==> config.mk <==
export PLATFORM = sky130hd
export DESIGN_NAME = alkshseq
export DESIGN_NICKNAME = d
export VERILOG_FILES = /design/src/rtl/alkshseq.sv
export SDC_FILE = /design/constraint.sdc
export NUM_CORES = 1
export LEC_CHECK = 0
export BUFFER_PORTS_ARGS = -buffer_cell sky130_fd_sc_hd__clkbuf_2
export CORE_ASPECT_RATIO = 0.8
export CORE_MARGIN = 10
export CORE_UTILIZATION = 50
export CTS_CLUSTER_SIZE = 30
export DETAILED_ROUTE_END_ITERATION = 10
export PLACE_DENSITY = 0.77
export SETUP_SLACK_MARGIN = 0.05
export SYNTH_ARGS = -nofsm -noshare
export SYNTH_HDL_FRONTEND = slang
export SYNTH_SLANG_ARGS = --single-unit
==> constraint.sdc <==
create_clock -name clk_h -period 1.81 [get_ports clk_h]
set_input_delay 0.362 -clock clk_h [delete_from_list [all_inputs] [get_ports clk_h]]
set_output_delay 0.362 -clock clk_h [all_outputs]
set_load 0.03 [all_outputs]
==> src/rtl/alkshseq.sv <==
// rtl/alkshseq.sv - multi-cycle shift sequencer driving the ALK ALU shift ops
module alkshseq #(
    parameter int CNT_W = 6
) (
    input  logic             clk_h,
    input  logic             reset_l,
    input  logic             start_h,
    input  logic             dir_shr_h,
    input  logic [1:0]       mode_h,
    input  logic [CNT_W-1:0] count_h,
    input  logic             fill_h,
    input  logic             stall_h,
    input  logic             abort_h,
    input  logic             alu_sout_shl_h,
    input  logic             alu_sout_shr_h,
    input  logic             alu_msb_h,
    output logic             alpctl_shl_op_h,
    output logic             alpctl_shr_op_h,
    output logic             alu_sin_h,
    output logic             carry_h,
    output logic             busy_h,
    output logic             done_h
);

    typedef enum logic [1:0] {
        S_IDLE  = 2'd0,
        S_SHIFT = 2'd1,
        S_DONE  = 2'd2
    } state_t;

    state_t           state_q, state_d;
    logic [CNT_W-1:0] cnt_q, cnt_d;
    logic             dir_q, dir_d;
    logic [1:0]       mode_q, mode_d;
    logic             carry_q, carry_d;
    logic             op_en;
    logic             shift_out;

    always_ff @(posedge clk_h or negedge reset_l) begin
        if (!reset_l) begin
            state_q <= S_IDLE;
            cnt_q   <= '0;
            dir_q   <= 1'b0;
            mode_q  <= 2'b00;
            carry_q <= 1'b0;
        end else begin
            state_q <= state_d;
            cnt_q   <= cnt_d;
            dir_q   <= dir_d;
            mode_q  <= mode_d;
            carry_q <= carry_d;
        end
    end

    // Bit leaving the ALU in the latched direction; also the rotate re-entry bit.
    assign shift_out = dir_q ? alu_sout_shr_h : alu_sout_shl_h;

    always_comb begin
        state_d = state_q;
        cnt_d   = cnt_q;
        dir_d   = dir_q;
        mode_d  = mode_q;
        carry_d = carry_q;
        op_en   = 1'b0;
        done_h  = 1'b0;
        case (state_q)
            S_IDLE: begin
                if (start_h && !abort_h) begin
                    cnt_d   = count_h;
                    dir_d   = dir_shr_h;
                    mode_d  = mode_h;
                    carry_d = 1'b0;
                    state_d = (count_h != '0) ? S_SHIFT : S_DONE;
                end
            end
            S_SHIFT: begin
                if (abort_h) begin
                    state_d = S_IDLE;
                    cnt_d   = '0;
                end else if (!stall_h && cnt_q != '0) begin
                    op_en   = 1'b1;
                    cnt_d   = cnt_q - CNT_W'(1);
                    carry_d = shift_out;
                    if (cnt_q == CNT_W'(1)) begin
                        state_d = S_DONE;
                    end
                end
            end
            S_DONE: begin
                done_h  = !abort_h;
                state_d = S_IDLE;
                cnt_d   = '0;
            end
            default: begin
                state_d = S_IDLE;
                cnt_d   = '0;
            end
        endcase
    end

    always_comb begin
        alu_sin_h = 1'b0;
        if (op_en) begin
            case (mode_q)
                2'b00:   alu_sin_h = 1'b0;
                2'b01:   alu_sin_h = dir_q ? alu_msb_h : 1'b0;
                2'b10:   alu_sin_h = shift_out;
                default: alu_sin_h = fill_h;
            endcase
        end
    end

    assign alpctl_shr_op_h = op_en & dir_q;
    assign alpctl_shl_op_h = op_en & ~dir_q;
    assign carry_h         = carry_q;
    assign busy_h          = (state_q != S_IDLE);

endmodule

Word level (Yosys, flattened, before mapping). Index checks and enable logic that the tools add are counted.

Input bits: 18. Logic and storage cells: 55. Output and inout bits: 6. Flip-flop bits (word level): 12.

Bitwise operators: 3. Reduce and logical (&&, ||, !) cells: 14. Add/subtract/negate cells: 1. Equality and inequality tests: 10. Mux-type cells: 22.

Operators by type and width (number): $mux 6 (3); $pmux 6 s2 (1); $reduce_bool 6->1 (2); $mux 1 (10); $mux 2 (5); $eq 6x1->1 const B (1); $ne 2x2->1 const B (3); $ne 3x3->1 const B (2); $sub 6x1->6 const B (1); $eq 2x1->1 const B (2); $eq 2x2->1 const B (2); $logic_not 2->1 (2); $pmux 2 s2 (1); $reduce_and 2->1 (2); $reduce_and 4->1 (1); $reduce_bool 2->1 (2); $pmux 1 s3 (1); $reduce_and 3->1 (1); $and 1x1->1 (2); $logic_and 1x1->1 (2); $logic_not 1->1 (2); $pmux 1 s2 (1); $not 1->1 (1).

Depth between registers and ports, before layout. Gate-level depths: netlist of run 1.

Depth after elaboration: 6. Mapped depth: 6. Depth with buffers taken out: 6.

Least setup slack after synthesis of run 1. No wires, ideal clock.

Path kind: register to output. Start point: reg cnt_q[0]. End point: out alu_sin_h. Data required time: 1.448 ns. Cell stages (with the launch flop): 7. Slack: -0.209 ns. Arrival time: 1.657 ns. Path buffers: 0. Cell sequence: dfrtp_1 > inv_1 > ha_1 > nor2b_1 > a21oi_1 > nand2_1 > a21oi_1.

Cells in the longest elaborated chain, start to end: 6.

RTL lines: from (decl) (line 32) `logic [CNT_W-1:0] cnt_q, cnt_d;`; from (signal assigned) (line 48) `cnt_q <= cnt_d;`; $reduce_bool 6->1 (line 80) `end else if (!stall_h && cnt_q != '0) begin`; $logic_and 1x1->1 (line 80); $mux 1 (line 80); $mux 1 (line 77) `if (abort_h) begin`; $mux 1 (line 66) `case (state_q)`; $mux 1 (line 103) `if (op_en) begin`; to (decl) (line 19) `output logic alu_sin_h,`.

No other way between the ends.

Worst setup path after layout of run 1.
Start point: reg cnt_q[0]. End point: out alpctl_shl_op_h.

Cells in the longest elaborated chain, start to end: 6.

RTL lines: $reduce_bool 6->1 (line 80); $logic_and 1x1->1 (line 80); $mux 1 (line 80); $mux 1 (line 77); $mux 1 (line 66); $and 1x1->1 (line 114) `assign alpctl_shl_op_h = op_en & ~dir_q;`; to (decl) (line 17) `output logic alpctl_shl_op_h,`.

No other way between the ends.

==> results.md, run 1 <==
* Clock transition at path regs at 0.07 ns
* Post-DP HPWL at 1980 um
* Mapped cell area at 903 sq um
* F_max at 523 MHz
* GRT overflow at 0
* Status: finished with violations
* Peak VDD IR at 710 uV
* Post-synth top area cell: dfrtp_1
* RePlAce Congestion at 0.922
* CTS max path bufs at 2
* Post-layout util at 78.6%
* Slowest cell delay on critical path at 0.37 ns
* CTS buffer count at 3
* CP Cell Sequence: inv_2 -> ha_4 -> nor2b_4 -> a21oi_4 -> nand2_4 -> nor2_4 -> buf_8
* GRT Util Overall at 15.9%
* Die width at 67.5 um
* Yosys cell types at 37
* Syn Nets at 114
* Final Cycle Share at 106%
* Final worst slack at -0.101 ns
* Critical path type: flop to output pin
* Pin count of the biggest net entering global routing at 13
* Router iterations before antenna repair at 4
* Starting Density at 53.9%
* Final hold slack at 0.312 ns
* Non-Filler Instances at 160
* Critical Path Fanout Max at 3
* Leak pwr at 0.000589 uW
* # fillers at 98
* Ant. Diodes at 0
* Final ANT Viol Nets at 0
* Initial antenna violation count at 0
* Data arrival time of the worst path at 1.55 ns
* First-pass GRT wire length at 4830 um
* Seq/Total Area, Yosys at 33.2%
* Critical path required time at 1.45 ns
* Routed WL per cell at 20.4 um
* RSZ-0062 raised after global routing: true
* Die area at 0.00392 sq mm
* Root Buffer Master: clkbuf_4
* Pins Over Slew Limit at 0
* Flops & latches, synth at 12
* Pre-CTS WS at 0.0425 ns
* Predominant post-synthesis flop cell: dfrtp_1
* IO Port Bufs at 23
* Placed cells at 146
* H-tree Lvls at 1
* Most common library cells after synthesis: a21oi_1, dfrtp_1, inv_1, nor2_1
* Clk sinks at 12
* FP Rows at 13
* Pwr dens at 816 mW/mm^2
* Asr flop ratio synth at 100%
* Vias/cell at 6.13
* Pwr Total at 1070 uW
* Vias in the first global route at 992
* Setup Skew at 0.000256 ns
* Startpoint types: flop
* Least-Margin Pin Slew at 0.702 ns
* CTS tree: built
* Core area at 0.00168 sq mm
* Post-synth top area share at 33.2%
* Via count at 980
* Synth warn at 0
* Skew-Pair Late Insertion Delay at 0.28 ns
* Total wire length at 3260 um
* Largest cells by area after synthesis: dfrtp_1, a21oi_1, mux2_1
* Worst slew margin at 52.8%
* Cells after Synth at 94
* Share of post-route cells with drive strength above 1 at 49.3%
* DRC viols at 0
* Tmin final at 1.91 ns
* Drt first-iter violations at 78
* Mapped Avg Cell Area at 9.61 sq um
* Final hold viol count at 0
* Number of flops mapped to enable cells by yosys at 0
* Fin nets at 159
* Die height at 58.0 um
* Hold crit path type: primary input to flop
* Max Cap Violations at 0
* Slowest CP cell: dfrtp_1
* CP endpoint kind: output pin
* Failing checks: setup timing
* Ports at 24
* # setup viols final at 7
* Layout Area Growth over Synthesis at 45.7%
through the flow:
stage / cell area, sq um / TNS (ns)
finish: 1320 / -0.428
global route: 1320 / -1.05
detailed placement: 1110 / 0
global placement: 1110 / 0
floorplan: 928 / 0
CTS: 1270 / -0.233
sequential cells by signal (all words and copies together) (netlist names):
| name | cells |
|---|---|
| cnt_q | 6 |
| mode_q | 2 |
| carry_h | 1 |
| state_q | 2 |
| dir_q | 1 |
report_power, final:
group          internal, uW  switching (uW)  total, uW
registers               320            64.0        384
logic                   235             243        478
clock network           123            89.7        212
total                   677             397       1070
layout by cell type, fill, tap and decap left out, types with 2 or more instances in the layout:
master / count
clkbuf_2: 20
buf_4: 16
dfrtp_1: 11
a21oi_1: 9
inv_1: 6
nor2_1: 5
nor3_1: 4
mux2_1: 4
nand3_1: 3
a211oi_2: 3
clkbuf_4: 3
buf_6: 3
inv_2: 2
nor2b_4: 2
a21oi_4: 2
and3_1: 2
nand2b_1: 2
and2_1: 2
a32o_1: 2
nand2_1: 2
nor4b_1: 2
a22o_1: 2
nand4_1: 2
clkbuf_8: 2
buf_8: 2
worst max-delay path: cells and delay by family (launching register included):
family,cells,cell delay [ns]
adders and majority gates,1,0.16
and+or+nand+nor,3,0.37
AOI/OAI and AO/OA,1,0.18
DFF,1,0.37
buffers and inverters,2,0.19
worst paths after layout:
| kind | startpoint | endpoint | slack (ns) | depth (start not counted) |
|---|---|---|---|---|
| min reg2reg | carry_h | carry_h | 0.51 | 1 |
| min in group asynchronous | reset_l | mode_q[1] | 0.50 | 2 |
| min | mode_h[0] | mode_q[0] | 0.31 | 2 |
| max | cnt_q[0] | alpctl_shl_op_h | -0.10 | 7 |
| max in group asynchronous | reset_l | state_q[0] | 1.05 | 2 |
| max reg2reg | cnt_q[0] | cnt_q[3] | -0.06 | 11 |
logic make-up after synthesis:
family	share of synthesized area, %
AOI/OAI and AO/OA	25.8
adders and majority gates	2.77
buffers and inverters	7.06
DFF	33.2
muxes	6.23
and+or+nand+nor	24.9
final cells by class:
cell class | count | area, sq um | area share, %
inverters | 8 | 30.0 | 2.28
repair buffers | 43 | 308 | 23.4
well taps | 22 | 27.5 | 2.09
clock buffers | 4 | 36.3 | 2.76
multi-input cells | 71 | 613 | 46.6
flip-flops and latches | 12 | 302 | 22.9
routing by layer:
metal	global-route usage (%)	share of wire, %	vias up	wire length (um)
met5	0	0	-	0
met4	6.73	3.4	0	112
met3	5.57	10	12	328
met2	25.4	51	61	1660
met1	18.6	36	463	1160
li1	-	-	444	-
timing repair:
action,in CTS,in global routing
setup endpoints to repair,3,7
cloned,0,0
pin swaps,6,6
hold buffers,1,0
gates resized for setup,14,10
setup buffers,7,5
endpoints found under the hold margin,12,0
No activity file was read; power rests on OpenSTA's default activity.
==> run 2, diff against run 1 <==
==> constraint.sdc (replaced) <==
create_clock -name clk_h -period 1.81 [get_ports clk_h]
set_input_delay 0.0905 -clock clk_h [delete_from_list [all_inputs] [get_ports clk_h]]
set_output_delay 0.0905 -clock clk_h [all_outputs]
set_load 0.03 [all_outputs]
==> results.md, run 2 (synthesized netlist as in run 1, its figures left out) <==
* Status: complete, no violations
* Leak pwr at 0.000523 uW (-11%)
* Worst Setup EP: cnt_q[4]
* Clk sinks at 12 (unchanged)
* Max Cap Violations at 0 (unchanged)
* Met2 GRT Util at 23.2% (-2.3 points)
* IO Port Bufs at 23 (unchanged)
* Data arrival time of the worst path at 1.87 ns (+0.32 ns)
* CP Cell Sequence: inv_2 -> ha_4 -> buf_4 -> inv_1 -> o311ai_0 -> nand2_1 -> mux2_1
* H-tree Lvls at 1 (unchanged)
* Worst slew margin at 74.2% (+21 points)
* Setup Skew at 0.0168 ns (+0.0165 ns)
* Initial antenna violation count at 0 (unchanged)
* Non-Filler Instances at 151 (-5.6%)
* R2R Path End: cnt_q[4]
* # setup viols final at 0 (-7)
* Layout Area Growth over Synthesis at 30.5%
* Share of post-route cells with drive strength above 1 at 43.4% (-5.9 points)
* Final hold slack at 0.00636 ns (-0.306 ns)
* Final Cycle Share at 94.5% (-11 points)
* Pwr dens at 856 mW/mm^2 (+4.8%)
* Fin nets at 150 (-5.7%)
* Pwr Total at 1010 uW (-6.2%)
* R2R cell count at 7 (-4)
* FP Rows at 13 (unchanged)
* Min-delay src: mode_h[1]
* Ports at 24 (unchanged)
* F_max at 585 MHz (+12%)
* Met1 usage at 16.1% (-2.5 points)
* FF-to-FF setup slack at 0.1 ns (+0.16 ns)
* Pin count of the biggest net entering global routing at 13 (unchanged)
* Die height at 58.0 um (unchanged)
* Critical path type: flop to flop
* GRT overflow at 0 (unchanged)
* Startpoint types: flop
* Largest register FFs at 6 (unchanged)
* Placed cells at 139 (-4.8%)
* CTS max path bufs at 2 (unchanged)
* Critical path required time at 1.97 ns (+0.52 ns)
* Final Cell Area at 0.00118 sq mm (-10%)
* CP endpoint kind: flop
* Core area at 0.00168 sq mm (unchanged)
* Global route hottest layer: met2
* Most frequent cells in the layout: clkbuf_2, buf_4, dfrtp_1
* Root Buffer Master: clkbuf_4
* Die width at 67.5 um (unchanged)
* Registers with the most flip-flops: cnt_q (6), mode_q (2), state_q (2)
* RePlAce Congestion at 0.989 (+7.3%)
* CTS buffer count at 3 (unchanged)
* RSZ-0062 raised after global routing: true
* Most common cell after layout, fill and taps aside: clkbuf_2
* CTS tree: built
* Drt first-iter violations at 85 (+9.0%)
* Slowest CP cell: dfrtp_1
* Top reg by flops: cnt_q
* Routed WL per cell at 19.0 um (-6.8%)
* Skew-Pair Late Insertion Delay at 0.30 ns (+0.02 ns)
* Total wire length at 2870 um (-12%)
* Least-Margin Pin Slew at 0.382 ns (-0.320 ns)
* Die area at 0.00392 sq mm (unchanged)
* Vias in the first global route at 903 (-9.0%)
* Ant. Diodes at 0 (unchanged)
* GRT Util Overall at 14.1% (-1.8 points)
* Met3 Use GR at 6.33% (+0.77 points)
* Pins Over Slew Limit at 0 (unchanged)
* Tmin final at 1.71 ns (-0.201 ns)
* Router iterations before antenna repair at 5 (+1)
* Clock transition at path regs at 0.09 ns (+0.02 ns)
* Hold crit path type: primary input to flop
* Starting Density at 53.9% (unchanged)
* First-pass GRT wire length at 4270 um (-12%)
* Final ANT Viol Nets at 0 (unchanged)
* Final hold viol count at 0 (unchanged)
* Post-DP HPWL at 2000 um (+0.85%)
* Dpl cell area at 0.00103 sq mm (-7.0%)
* Worst r2r src: cnt_q[1]
* Slowest cell delay on critical path at 0.41 ns (+0.04 ns)
* Via count at 972 (-0.82%)
* Post-layout util at 70.4% (-8.2 points)
* Vias/cell at 6.44 (+5.1%)
* DRC viols at 0 (unchanged)
* Peak VDD IR at 705 uV (-0.63%)
* Critical Path Fanout Max at 3 (unchanged)
* Crit path from: cnt_q[1]
-- run 2: metrics by stage --
| stage | TNS [ns] | setup slack [ns] |
|---|---|---|
| after global placement | 0 | 0.105 |
| after global routing | -0.0596 | -0.0596 |
| after detailed placement | 0 | 0.0359 |
| final | 0 | 0.100 |
| after CTS | 0 | 0.00533 |
| after floorplan | 0 | 0.0620 |
-- run 2: final cells by class --
class / count / area (sq um)
fill: 138 / 497
tap: 22 / 27.5
inverter: 8 / 30.0
clock buffer: 4 / 36.3
timing repair buffer: 34 / 205
sequential: 12 / 302
multi-input combinational: 71 / 578
-- run 2: what timing repair did --
item / CTS / global route
endpoints found under the setup margin: 4 / 7
hold endpoints to repair: 12 / 0
cloned: 0 / 0
gates resized for setup: 4 / 11
buffers inserted: 3 / 4
hold buffers: 1 / 0
pin swaps: 1 / 2
-- run 2: metal layers --
metal  part of all wire [%]  vias up  wire, um
met5                      0        -         0
met3                     11       27       313
met2                     46       62      1320
met1                     38      456      1080
met4                    5.3        0       153
li1                       -      427         -
-- run 2: critical path, delay by kind of cell (launching register included) --
family / cells / cell delay (ns)
flip-flops: 1 / 0.41
AND/OR/NAND/NOR: 1 / 0.11
adder cells (fa/ha/maj): 1 / 0.13
multiplexers: 1 / 0.31
AO/OA/AOI/OAI: 1 / 0.39
buffers and inverters: 3 / 0.25
-- run 2: where the power goes --
| part | switching (uW) | internal (uW) | leakage, uW |
|---|---|---|---|
| sequential | 67.2 | 320 | 0.000145 |
| clock | 105 | 123 | 0.0000210 |
| combinational | 207 | 186 | 0.000357 |
-- run 2: worst min path at each step --
stage	endpoint	slack, ns	depth (start not counted)
floorplan	carry_h	-0.21	0
global placement	mode_q[1]	-0.009	1
detailed placement	cnt_q[4]	-0.002	1
CTS	dir_q	0.02	2
global route	mode_q[1]	0.02	2
finish	mode_q[1]	0.006	2
==> run 3, diff against run 2 <==
Settings changed: ABC_AREA set to 1, PLACE_DENSITY 0.77 to 0.78, SKIP_LAST_GASP set to 1.
==> results.md, run 3 <==
* Status: complete, no violations
* Synth warn at 0 (unchanged)
* Hold crit path type: primary input to flop
* DRC viols at 0 (unchanged)
* Final hold viol count at 0 (unchanged)
* Mapped Avg Cell Area at 7.46 sq um (-22%)
* Critical path type: flop to output pin
* Post-layout util at 65.7% (-4.6 points)
* Post-DP HPWL at 1650 um (-18%)
* Root Buffer Master: clkbuf_4
* Peak VDD IR at 1110 uV (+57%)
* Number of flops mapped to enable cells by yosys at 0 (unchanged)
* Yosys cell types at 27 (-27%)
* First-pass GRT wire length at 3730 um (-13%)
* Fraction of the mapped netlist area in adder cells at 2.97% (+0.20 points)
* Largest register FFs at 6 (unchanged)
* Synth Area in Simple Gates at 38.6% (+14 points)
* Most frequent cells in the layout: nand2_1, clkbuf_2, inv_1, dfrtp_1, nor2_1
* Fin nets at 164 (+9.3%)
* Layout Area Growth over Synthesis at 25.5%
* Registers with the most flip-flops: cnt_q (6), mode_q (2), state_q (2)
* Data arrival time of the worst path at 1.52 ns (-0.35 ns)
* Main combinational cell family by area after synthesis: simple AND/OR/NAND/NOR gates
* CTS tree: built
* Router iterations before antenna repair at 4 (-1)
* Seq/Total Area, Yosys at 35.6% (+2.4 points)
* Post-synth top area cell: dfrtp_1
* Post-synth top area share at 35.6% (+2.4 points)
* Predominant post-synthesis flop cell: dfrtp_1
* Ports at 24 (unchanged)
* Final Cycle Share at 89.2% (-5.3 points)
* Startpoint types: flop
* Mapped cell area at 843 sq um (-6.6%)
* Tmin final at 1.61 ns (-0.0953 ns)
* Critical Path Fanout Max at 7 (+4)
* Clock transition at path regs at 0.08 ns (about the same)
* # setup viols final at 0 (unchanged)
* Drt first-iter violations at 49 (-42%)
* Skew-Pair Late Insertion Delay at 0.29 ns (about the same)
* Total wire length at 2200 um (-23%)
* RePlAce Congestion at 0.958 (-3.1%)
* Core area at 0.00161 sq mm (-3.9%)
* Xor-xnor portion of the synthesized cell area at 1.04% (+1.0 points)
* Ant. Diodes at 0 (unchanged)
* Syn Nets at 133 (+17%)
* Share of post-route cells with drive strength above 1 at 33.6% (-9.8 points)
* CP endpoint kind: output pin
* Top reg by flops: cnt_q
* F_max at 619 MHz (+5.9%)
* Initial antenna violation count at 0 (unchanged)
* Mux share of post-synthesis cell area at 1.34% (-4.9 points)
* Die height at 56.7 um (-2.2%)
* Max Cap Violations at 0 (unchanged)
* Routed WL per cell at 13.3 um (-30%)
* # fillers at 130 (-5.8%)
* Via count at 862 (-11%)
* Pwr dens at 1660 mW/mm^2 (+94%)
* Setup TNS at 0 ns (unchanged)
* Worst slew margin at 78.2% (+4.0 points)
* CTS max path bufs at 2 (unchanged)
* Clk sinks at 12 (unchanged)
* H-tree Lvls at 1 (unchanged)
* Least-Margin Pin Slew at 0.326 ns (-0.0558 ns)
* Leak pwr at 0.000562 uW (+7.5%)
* Critical path required time at 1.72 ns (-0.25 ns)
* Die width at 65.9 um (-2.4%)
* Vias/cell at 5.22 (-19%)
* Asr flop ratio synth at 100% (unchanged)
* RSZ-0062 raised after global routing: false
* Largest cells by area after synthesis: dfrtp_1, nand2_1, nand3_1
* Starting Density at 52.4% (-1.6 points)
* Final ANT Viol Nets at 0 (unchanged)
* Pins Over Slew Limit at 0 (unchanged)
* CTS buffer count at 3 (unchanged)
* Vias in the first global route at 846 (-6.3%)
* Die area at 0.00374 sq mm (-4.5%)
* GRT overflow at 0 (unchanged)
* Synth Area in Compound Gates at 13.1% (-13 points)
* Flops & latches, synth at 12 (unchanged)
* Most common library cells after synthesis: nand2_1, dfrtp_1, inv_1, nor2_1, nand3_1
* IO Port Bufs at 23 (unchanged)
* FP Rows at 13 (unchanged)
* Pin count of the biggest net entering global routing at 13 (unchanged)
* Most common cell after layout, fill and taps aside: nand2_1
* GRT Util Overall at 12.3% (-1.8 points)
* Setup Skew at 0.00471 ns (-0.0120 ns)
* Top-count cell post-synth: nand2_1
* Cells after Synth at 113 (+20%)
run 3: layout make-up:
cell class                      instances  area [sq um]  share of cell area, %
Inverter                               13          51.3                   4.85
Tap cell                               22          27.5                   2.60
Clock buffer                            4          36.3                   3.43
Multi-Input combinational cell         87           493                   46.6
Timing Repair Buffer                   27           150                   14.2
Sequential cell                        12           300                   28.4
run 3: logic make-up after synthesis:
group,count (synthesis)
simple gates,65
compound gates,18
buf+inv,14
flops,12
fa+ha+maj,2
xor+xnor,1
mux,1
run 3: path summary, 6_finish.rpt:
check	startpoint	end	slack (ns)	depth (start not counted)
max	state_q[1]	alu_sin_h	0.20	6
min in group asynchronous	reset_l	cnt_q[1]	0.22	2
min	mode_h[0]	mode_q[0]	0.03	2
max in group asynchronous	reset_l	carry_h	1.34	2
min reg2reg	carry_h	carry_h	0.49	2
max reg2reg	cnt_q[0]	state_q[1]	0.39	6
run 3: repair_timing:
item,CTS,global route
setup buffers,1,2
resized for setup,1,4
pin swaps,0,0
setup endpoints to repair,1,3
endpoints found under the hold margin,12,0
hold buffers,1,0
run 3: stage by stage:
step                      std cells  area, sq um  setup slack, ns  hold WS [ns]  total power, uW
after floorplan                 113          843            0.252        -0.205             1260
after global placement          157          975            0.371      -0.00496             1420
after detailed placement        157          975            0.328      0.000560             1450
after CTS                       163         1030           0.0719        0.0317             1700
after global routing            165         1060           0.0716        0.0322             1910
final                           165         1060            0.195        0.0336             1760
run 3: metal layers:
metal	vias to the layer above	GRT usage, %	routed length [um]
li1	428	-	-
met1	377	15.2	935
met2	47	18.3	960
met3	10	4.36	243
met4	0	6.10	58
met5	-	0	0
run 3: worst max-delay path, cell delays in order, from the launching register on:
cell and delay (ns):
dfrtp_1 0.41, inv_1 0.15, nand2_4 0.08, nor2_8 0.15
nand3_2 0.11, a31oi_1 0.15, buf_4 0.18
run 3: report_power, final:
group          switching [uW]  internal [uW]
clock                     104            123
sequential                135            390
combinational             636            373
